$ cat config.mk
export PLATFORM = sky130hd
export DESIGN_NAME = image_sensor_interface
export DESIGN_NICKNAME = d
export VERILOG_FILES = /design/src/rtl/image_sensor_interface.sv
export SDC_FILE = /design/constraint.sdc
export NUM_CORES = 1
export LEC_CHECK = 0
export ABC_AREA = 1
export ABC_CLOCK_PERIOD_IN_PS = 2400
export CAP_MARGIN = 20
export CORE_ASPECT_RATIO = 0.9
export CORE_UTILIZATION = 60
export DETAILED_ROUTE_END_ITERATION = 10
export HOLD_SLACK_MARGIN = 0.08
export PLACE_DENSITY_LB_ADDON = 0.3
export RECOVER_POWER = 50
export REMOVE_ABC_BUFFERS = 1
export SLEW_MARGIN = 15
export SYNTH_ARGS = -nofsm -noshare
export SYNTH_HDL_FRONTEND = slang
export SYNTH_SLANG_ARGS = --single-unit
$ cat constraint.sdc
create_clock -name in_HCLK -period 2.4 [get_ports in_HCLK]
set_clock_uncertainty 0.05 [all_clocks]
set_input_delay 0.6 -clock in_HCLK [delete_from_list [all_inputs] [get_ports in_HCLK]]
set_output_delay 0.6 -clock in_HCLK [all_outputs]
set_load 0.02 [all_outputs]
$ cat src/rtl/image_sensor_interface.sv
// Frame-capture front end for a raw 8-bit sensor: buffers one frame's pixels
// in a small FIFO and presents them level-shifted to signed 9-bit samples.
module image_sensor_interface #(
  parameter int FRAME_PIXELS = 1024,
  parameter int FIFO_DEPTH   = 16
) (
  input  logic       in_HCLK,
  input  logic       in_HRESET,
  input  logic       in_frame_capture,
  input  logic       in_pix_valid,
  input  logic [7:0] in_pix_data,
  input  logic       in_data_ack,
  output logic [8:0] out_data_read,
  output logic       out_data_valid,
  output logic       out_done,
  output logic       out_busy,
  output logic       out_overflow
);
  localparam int AW = (FIFO_DEPTH > 1) ? $clog2(FIFO_DEPTH) : 1;
  localparam int OW = AW + 1;
  localparam int CW = $clog2(FRAME_PIXELS + 1);

  typedef enum logic [1:0] {IDLE, CAPTURE, DRAIN, DONE} state_t;

  state_t        state_reg, state_next;
  logic [CW-1:0] count_reg;
  logic [AW-1:0] wr_ptr_reg, rd_ptr_reg;
  logic [OW-1:0] occ_reg;
  logic          overflow_reg;
  logic [7:0]    mem [FIFO_DEPTH];
  logic [7:0]    head;

  logic start, attempt, pop, full, push;

  assign start   = (state_reg == IDLE) && in_frame_capture;
  assign attempt = (state_reg == CAPTURE) && in_pix_valid && (count_reg < CW'(FRAME_PIXELS));
  assign pop     = out_data_valid && in_data_ack;
  assign full    = (occ_reg == OW'(FIFO_DEPTH));
  // A pop in the same cycle frees the slot, so a full FIFO can still accept.
  assign push    = attempt && (!full || pop);

  always_ff @(posedge in_HCLK) begin
    if (push) mem[wr_ptr_reg] <= in_pix_data;
  end

  always_ff @(posedge in_HCLK or posedge in_HRESET) begin
    if (in_HRESET) begin
      state_reg    <= IDLE;
      count_reg    <= '0;
      wr_ptr_reg   <= '0;
      rd_ptr_reg   <= '0;
      occ_reg      <= '0;
      overflow_reg <= 1'b0;
    end else begin
      state_reg <= state_next;
      if (start) begin
        count_reg    <= '0;
        wr_ptr_reg   <= '0;
        rd_ptr_reg   <= '0;
        occ_reg      <= '0;
        overflow_reg <= 1'b0;
      end else begin
        if (attempt) count_reg <= count_reg + CW'(1);
        if (attempt && full && !pop) overflow_reg <= 1'b1;
        if (push) wr_ptr_reg <= wr_ptr_reg + AW'(1);
        if (pop) rd_ptr_reg <= rd_ptr_reg + AW'(1);
        case ({push, pop})
          2'b10:   occ_reg <= occ_reg + OW'(1);
          2'b01:   occ_reg <= occ_reg - OW'(1);
          default: occ_reg <= occ_reg;
        endcase
      end
    end
  end

  always_comb begin
    state_next = state_reg;
    out_done   = 1'b0;
    out_busy   = (state_reg != IDLE);
    case (state_reg)
      IDLE:    if (in_frame_capture) state_next = CAPTURE;
      CAPTURE: if (attempt && (count_reg == CW'(FRAME_PIXELS - 1))) state_next = DRAIN;
      DRAIN:   if (occ_reg == '0) state_next = DONE;
      DONE: begin
        out_done   = 1'b1;
        state_next = IDLE;
      end
      default: state_next = IDLE;
    endcase
  end

  // An empty FIFO presents a zero head so the reset/empty output is 9'h180.
  assign out_data_valid = (occ_reg != '0);
  assign head           = out_data_valid ? mem[rd_ptr_reg] : 8'd0;
  assign out_data_read  = {1'b0, head} - 9'd128;
  assign out_overflow   = overflow_reg;

endmodule

After elaboration in Yosys (flattened, before gate mapping)
Memory sizes are Yosys's and may differ from the RTL's.
Index checks and enable logic that the tools add are counted.
Storage, ports and cells
  memories: 1
  logic and storage cells: 63
  bits of input ports: 13
  bits in writable memories: 128
  register bits: 27
  output and inout bits: 13
Memories
  mem: depth 16, bits a word 8, rd ports 1, clocked after memory_dff 0, write ports 1, line 30  | logic [7:0] mem [FIFO_DEPTH];
Operators by class
  add/subtract/negate cells: 6
  reduce and logical (&&, ||, !) cells: 21
  equal/unequal tests: 10
  order comparisons: 1
  multiplexer cells: 18
Operators with widths (count)
  $mux W11: 2
  $mux W4: 4
  $add A11 B1 Y11 const B: 1
  $eq A11 B10 Y1 const B: 1
  $lt A11 B11 Y1 const B: 1
  $pmux W5 S2: 1
  $reduce_bool A2 Y1: 5
  $sub A8 B8 Y9 const B: 1
  $add A4 B1 Y4 const B: 2
  $logic_and A1 B1 Y1: 8
  $mux W8: 1
  $pmux W2 S4: 1
  $eq A2 B2 Y1 const B: 3
  $mux W2: 3
  $add A5 B1 Y5 const B: 1
  $eq A5 B5 Y1 const B: 1
  $logic_not A5 Y1: 1
  $mux W1: 5
  $mux W5: 1
  $reduce_bool A5 Y1: 1
  $sub A5 B1 Y5 const B: 1
  $eq A2 B1 Y1 const B: 2
  $ne A2 B2 Y1 const B: 2
  $reduce_and A3 Y1: 1
  5 further kinds: 6

Logic depth before layout (Yosys ltp)
Gate-level depths: netlist of run 1.
  depth in word-level cells: 7
  gate-level depth with buffers: 15
  mapped depth without buffers: 15

Least setup slack after synthesis of run 1
OpenSTA, ideal clock, no wires.
  path kind: reg2out
  start point: reg rd_ptr_reg[0]
  end point: out out_data_read[8]
  path buffers: 3
  stages on the path, launching flop included: 10
  data required time: 1.750 ns
  setup slack: -0.119 ns
  arrival time: 1.869 ns
  cells stage by stage: dfrtp_1 -> inv_1 -> buf_2 -> buf_2 -> nor2_1 -> o22ai_1 -> o21ai_0 -> a21oi_1 -> o21ai_0 -> buf_4
On the way
  longest elaborated chain between the ends: 3
RTL lines
  start: declaration: line 27  | logic [AW-1:0] wr_ptr_reg, rd_ptr_reg;
  start signal: assignment: line 66  | if (pop) rd_ptr_reg <= rd_ptr_reg + AW'(1);
  $mem_v2 Z16 W8
  $mux W8: line 94  | assign head = out_data_valid ? mem[rd_ptr_reg] : 8'd0;
  $sub A8 B8 Y9: line 95  | assign out_data_read = {1'b0, head} - 9'd128;
  end: declaration: line 13  | output logic [8:0] out_data_read,
No other way between the ends.

Worst setup path after layout of run 1
  start point: reg rd_ptr_reg[0]
  end point: out out_data_read[0]
The elaborated chain is that of the path after synthesis.

==> flow_summary.ini, run 1 <==
[run]
cap_violations = 1

[worst_setup_path]
cp_max_fo = 26
cpPeakStageDelay_ps = 400
cp-end-kind = primary output
cp_cell_sequence = buf_6 > buf_8 > o21ai_0 > o22ai_1 > nor2_1 > nor2_1 > o21ai_2 > a21oi_2 > buf_6
cp.arrival_ps = 2190
crit_type = flop to primary output
r2r_end = occ_reg[4]$_DFFE_PP0P_
critical_path_required_ps = 1750
r2r_cells = 14
crit_path_start_kind = flop
cp_slowest_cell = dfrtp_2
rrSetupSlack_ps = 210
r2r-start = occ_reg[1]$_DFFE_PP0P_

[die]
chipWidth_um = 114
core_area_um2 = 10900
initial_core_util = 0.620
dieArea_um2 = 11600
io_pins = 26
rows = 36
die_h_um = 102

[route]
viasPerCell = 6.21
drt-initial-drc-count = 553
drtAntennaViolNets = 0
wl_mm = 18.3
wire_per_inst_um = 21.8
drtPass1Iterations = 5
vias = 5208
drc = 0

[sta]
final-setup-viol-count = 10
rsz0062_at_grt = true
fin_crit_ps = 2840
slew_viol_final = 28
hold_violations = 0
slew_headroom = -0.0291
post-route-period-util = 1.19
worst_pin_slew_ps = 1540
fmax_mhz = 351
whs_ps = 444
fin_ws_ps = -445

[synthesis]
ys_ff_latch = 155
netlist-cell-type-count = 39
yosysWarnings = 0
synthAdderAreaFrac = 0.0242
seq_area_frac_synth = 0.672
synth_top_family_by_area = simple AND/OR/NAND/NOR gates
yosys_most_used_dff = edfxtp_1
synth_mux_area_frac = 0
synth_edf_count = 128
netlist_instances = 579
synth_top_area_frac = 0.571
async_reset_ff_frac = 0.174
syn_avg_cell_area_um2 = 11.6
synth_top_area_cell = edfxtp_1
synth-simple-area-share = 0.145
synthTopCellsByArea = edfxtp_1, dfrtp_1, o21ai_0
synth-xor-area-share = 0.00260
synth_compound_area_frac = 0.119
synth_area_um2 = 6730

[grt]
grt_antenna_before_repair = 0
grt_util_all_layers = 0.313
grt_pass1_vias = 5071
grt_pass1_wl_mm = 26.1
grt_max_degree = 28
grt-ovfl-total = 0

[power]
ir_drop_uv = 734
power_density_nw_per_um2 = 1280
power_leakage_nw = 3.22

[clock_tree]
clk_latency_ps = 420
cts_tree = built
htreeDepth = 4
postCtsHoldBufs = 0
cts_buffers = 17
clock_sinks = 155
root_buffer = clkbuf_16
cts.path.max_buffers = 2
path_clk_slew_ps = 60

[cells_and_area]
final_cell_mix = edfxtp_1, nor2_1, nand2_1
fin_util = 0.794
layout_commonest_cell = edfxtp_1
largest_register_ffs = 128
layout-drive-gt1-share = 0.258
seqCellArea_um2 = 4520
multiInputGateArea_um2 = 2140
fillers = 602
n_antenna_cell = 0
finalNetCount = 700
areaGrowthSynthToFinish_pct = 28.2
stdcell_area_um2 = 8620

[hold_path]
min_path_cells = 2
hold_path.class = flop to flop
min_to = occ_reg[4]$_DFFE_PP0P_
min-delay-start = occ_reg[4]$_DFFE_PP0P_

[placement]
preCtsSetupSlack_ps = -375
place.gp.congestion = 0.826
io_buffers = 25
dp_hpwl_mm = 9.83
placed_area_um2 = 7430

[status]
status = finished with violations
violations = max-capacitance violations, max-slew violations, negative setup slack
-- worst max-delay path by stage --
stage	from	endpoint	slack, ps	depth (start not counted)
after floorplan	rd_ptr_reg[0]$_DFFE_PP0P_	out_data_read[7]	-1840	6
after global placement	rd_ptr_reg[0]$_DFFE_PP0P_	out_data_read[8]	-310	7
after detailed placement	rd_ptr_reg[0]$_DFFE_PP0P_	out_data_read[3]	-380	7
after CTS	rd_ptr_reg[0]$_DFFE_PP0P_	out_data_read[1]	-300	11
after global routing	rd_ptr_reg[0]$_DFFE_PP0P_	out_data_read[0]	-510	9
final	rd_ptr_reg[0]$_DFFE_PP0P_	out_data_read[0]	-440	9
-- critical path: cells and delay by family (launching register included) --
kind / cells / cell delay (ps)
and+or+nand+nor: 2 / 270
DFF: 1 / 400
AOI/OAI and AO/OA: 4 / 640
buffers and inverters: 3 / 450
-- cell type report --
cell class / count / share of cell area
Timing Repair Buffer: 103 / 0.126
Clock buffer: 17 / 0.0493
Multi-Input combinational cell: 365 / 0.248
Clock inverter: 15 / 0.0157
Inverter: 32 / 0.0144
Sequential cell: 155 / 0.524
Tap cell: 152 / 0.0221
-- where the power goes --
group          leakage [nW]  total, W  switching, W  internal (W)
Sequential             1.50   0.00323      0.000142       0.00308
Combinational          1.45   0.00524       0.00294       0.00229
Clock                 0.262   0.00255       0.00111       0.00144
Total                  3.22    0.0110       0.00419       0.00681
-- cell families (layout without fill, tap and decap cells) --
logic type,Yosys count,count (layout)
xor gates and xnor gates,2,2
and+or+nand+nor,211,211
adders and majority gates,13,13
DFF,155,155
buffers and inverters,59,167
AOI/OAI and AO/OA,139,139
-- synth_stat cells (2+ instances only) --
cell        n
a21oi_1    20
buf_2      12
buf_4       2
clkbuf_1   11
dfrtp_1    27
edfxtp_1  128
ha_1       13
inv_1      28
inv_2       3
nand2_1    58
nand2_2     2
nand3_1    22
nand3_2     4
nand4_1     5
nor2_1    101
nor2_4      6
nor3_1      4
o21ai_0    82
o221ai_1   20
o22ai_1    11
xor2_1      2
-- per-layer routing --
| metal | track usage | wire length (µm) | vias to the layer above |
|---|---|---|---|
| met5 | 0 | 0 | - |
| met4 | 0.164 | 721 | 0 |
| met3 | 0.0824 | 1640 | 73 |
| met2 | 0.547 | 9290 | 326 |
| met1 | 0.358 | 6650 | 2521 |
| li1 | - | - | 2288 |
-- what timing repair did --
item | in CTS | in global routing
gates cloned | 6 | 0
pin swaps | 22 | 32
resized for setup | 97 | 69
endpoints found under the setup margin | 11 | 9
buffers inserted | 9 | 18
-- per-stage QoR --
| stage | TNS [ps] | power [W] | instances |
|---|---|---|---|
| 2_1_floorplan | -11310 | 0.00536 | 552 |
| 3_3_place_gp | -2490 | 0.00678 | 777 |
| 3_5_place_dp | -2970 | 0.00694 | 777 |
| 4_1_cts | -2380 | 0.0102 | 823 |
| 5_1_grt | -4890 | 0.0115 | 839 |
| 6_report | -3400 | 0.0110 | 839 |
(Power assumes the default switching activity.)
==> run 2: changes to the inputs <==
- CORE_UTILIZATION: 60 -> 26
==> flow_summary.ini, run 2 (synthesis results as in run 1) <==
[power]
ir_drop_uv = 570
power_leakage_nw = 3.16
power_density_nw_per_um2 = 1210

[worst_setup_path]
cp_cell_sequence = clkinv_4 > buf_12 > buf_16 > o21ai_0 > o221ai_1 > nand3_1 > a21oi_2 > buf_4
crit_family = buffers and inverters
path_buf_inv = 4
critical_path_required_ps = 1750
cp-startpoint = rd_ptr_reg[0]$_DFFE_PP0P_
crit_path_start_kind = flop
cp_max_fo = 7
rrSetupSlack_ps = 230
cp_slowest_cell = dfrtp_2
crit_type = flop to primary output
r2r_end = occ_reg[4]$_DFFE_PP0P_
cp-end-kind = primary output
r2r-start = state_reg[1]$_DFFE_PP0P_
r2r_cells = 14
cpPeakStageDelay_ps = 440
cp.arrival_ps = 2000

[die]
die_h_um = 155
core_area_um2 = 25300
initial_core_util = 0.266
rows = 55
io_pins = 26
chipWidth_um = 172
dieArea_um2 = 26500

[placement]
io_buffers = 25
dp.cells = 974
preCtsSetupSlack_ps = -256
placed_area_um2 = 7760
dp_hpwl_mm = 10.4
place.gp.congestion = 0.764

[clock_tree]
root_buffer = clkbuf_16
cts_tree = built
htreeDepth = 4
cts.path.max_buffers = 2
cts_buffers = 17
clk_latency_ps = 430
postCtsHoldBufs = 0
clock_sinks = 155
path_clk_slew_ps = 60

[route]
wire_per_inst_um = 16.4
drtPass1Iterations = 5
drc = 0
drtAntennaViolNets = 0
vias = 4649
viasPerCell = 4.58
wl_mm = 16.7
drt-initial-drc-count = 347

[run]
cap_violations = 0

[cells_and_area]
layout_commonest_cell = edfxtp_1
layout-drive-gt1-share = 0.218
largest_register_ffs = 128
final_cell_mix = edfxtp_1, nor2_1, nand2_1
areaGrowthSynthToFinish_pct = 29.0
finalNetCount = 687
finalNonFillerCells = 1016
n_antenna_cell = 0
stdcell_area_um2 = 8680

[status]
violations = negative setup slack
status = finished with violations

[grt]
grt_max_degree = 28
grt_util_all_layers = 0.132
grt-ovfl-total = 0
grt_antenna_before_repair = 0
grt_pass1_wl_mm = 25.8
grt_pass1_vias = 4609

[hold_path]
hold_path.class = flop to flop
min_to = occ_reg[4]$_DFFE_PP0P_
min_path_cells = 2
min-delay-start = occ_reg[4]$_DFFE_PP0P_

[sta]
fin_crit_ps = 2650
post-route-period-util = 1.10
slew_viol_final = 0
finalSetupTns_ps = -1800
fmax_mhz = 377
slew_headroom = 0.445
rsz0062_at_grt = true
fin_ws_ps = -251
final-setup-viol-count = 9
hold_violations = 0
worst_pin_slew_ps = 833
run 2: where the power goes:
group | switching, W | internal (W)
registers | 0.000155 | 0.00308
logic | 0.00249 | 0.00200
clock network | 0.00115 | 0.00166
total | 0.00379 | 0.00674
run 2: how the worst max path moves through the flow:
stage | slack [ps] | cells past startpoint | endpoint
after floorplan | -1840 | 6 | out_data_read[7]
after global routing | -340 | 10 | out_data_read[4]
after CTS | -260 | 9 | out_data_read[7]
after detailed placement | -260 | 9 | out_data_read[1]
after global placement | -260 | 9 | out_data_read[1]
final | -250 | 8 | out_data_read[4]
run 2: routing by layer:
| layer | up-vias | share of wire | GRT usage |
|---|---|---|---|
| li1 | 2267 | - | - |
| met1 | 2253 | 0.47 | 0.180 |
| met2 | 104 | 0.46 | 0.206 |
| met3 | 25 | 0.051 | 0.0289 |
| met4 | 0 | 0.020 | 0.0506 |
| met5 | - | 0 | 0 |
run 2: what timing repair did:
| item | in CTS | in global routing |
|---|---|---|
| endpoints found under the setup margin | 11 | 9 |
| resized for setup | 87 | 32 |
| hold endpoints to repair | 0 | 0 |
| pin swaps | 19 | 19 |
| cloned | 5 | 1 |
| buffers inserted | 4 | 2 |
run 2: worst min-delay path, stage by stage, from the launching register on:
cell and delay, ps:
dfrtp_1 360, nand2_1 60, nand2_1 50
run 2: area by class of cell:
| cell class | count | area, µm² |
|---|---|---|
| inverters | 32 | 130 |
| repair buffers | 90 | 960 |
| fillers | 2475 | 16600 |
| clock buffers | 18 | 429 |
| multi-input cells | 365 | 2020 |
| clock inverters | 14 | 183 |
| flip-flops and latches | 155 | 4520 |
| well taps | 342 | 428 |
run 2: metrics by stage:
stage | utilization | hold WS, ps | total power (W)
after floorplan | - | 399 | 0.00536
after global placement | 0.307 | 420 | 0.00710
after detailed placement | 0.307 | 425 | 0.00712
after CTS | 0.342 | 445 | 0.0105
after global routing | 0.344 | 483 | 0.0111
final | 0.344 | 443 | 0.0105
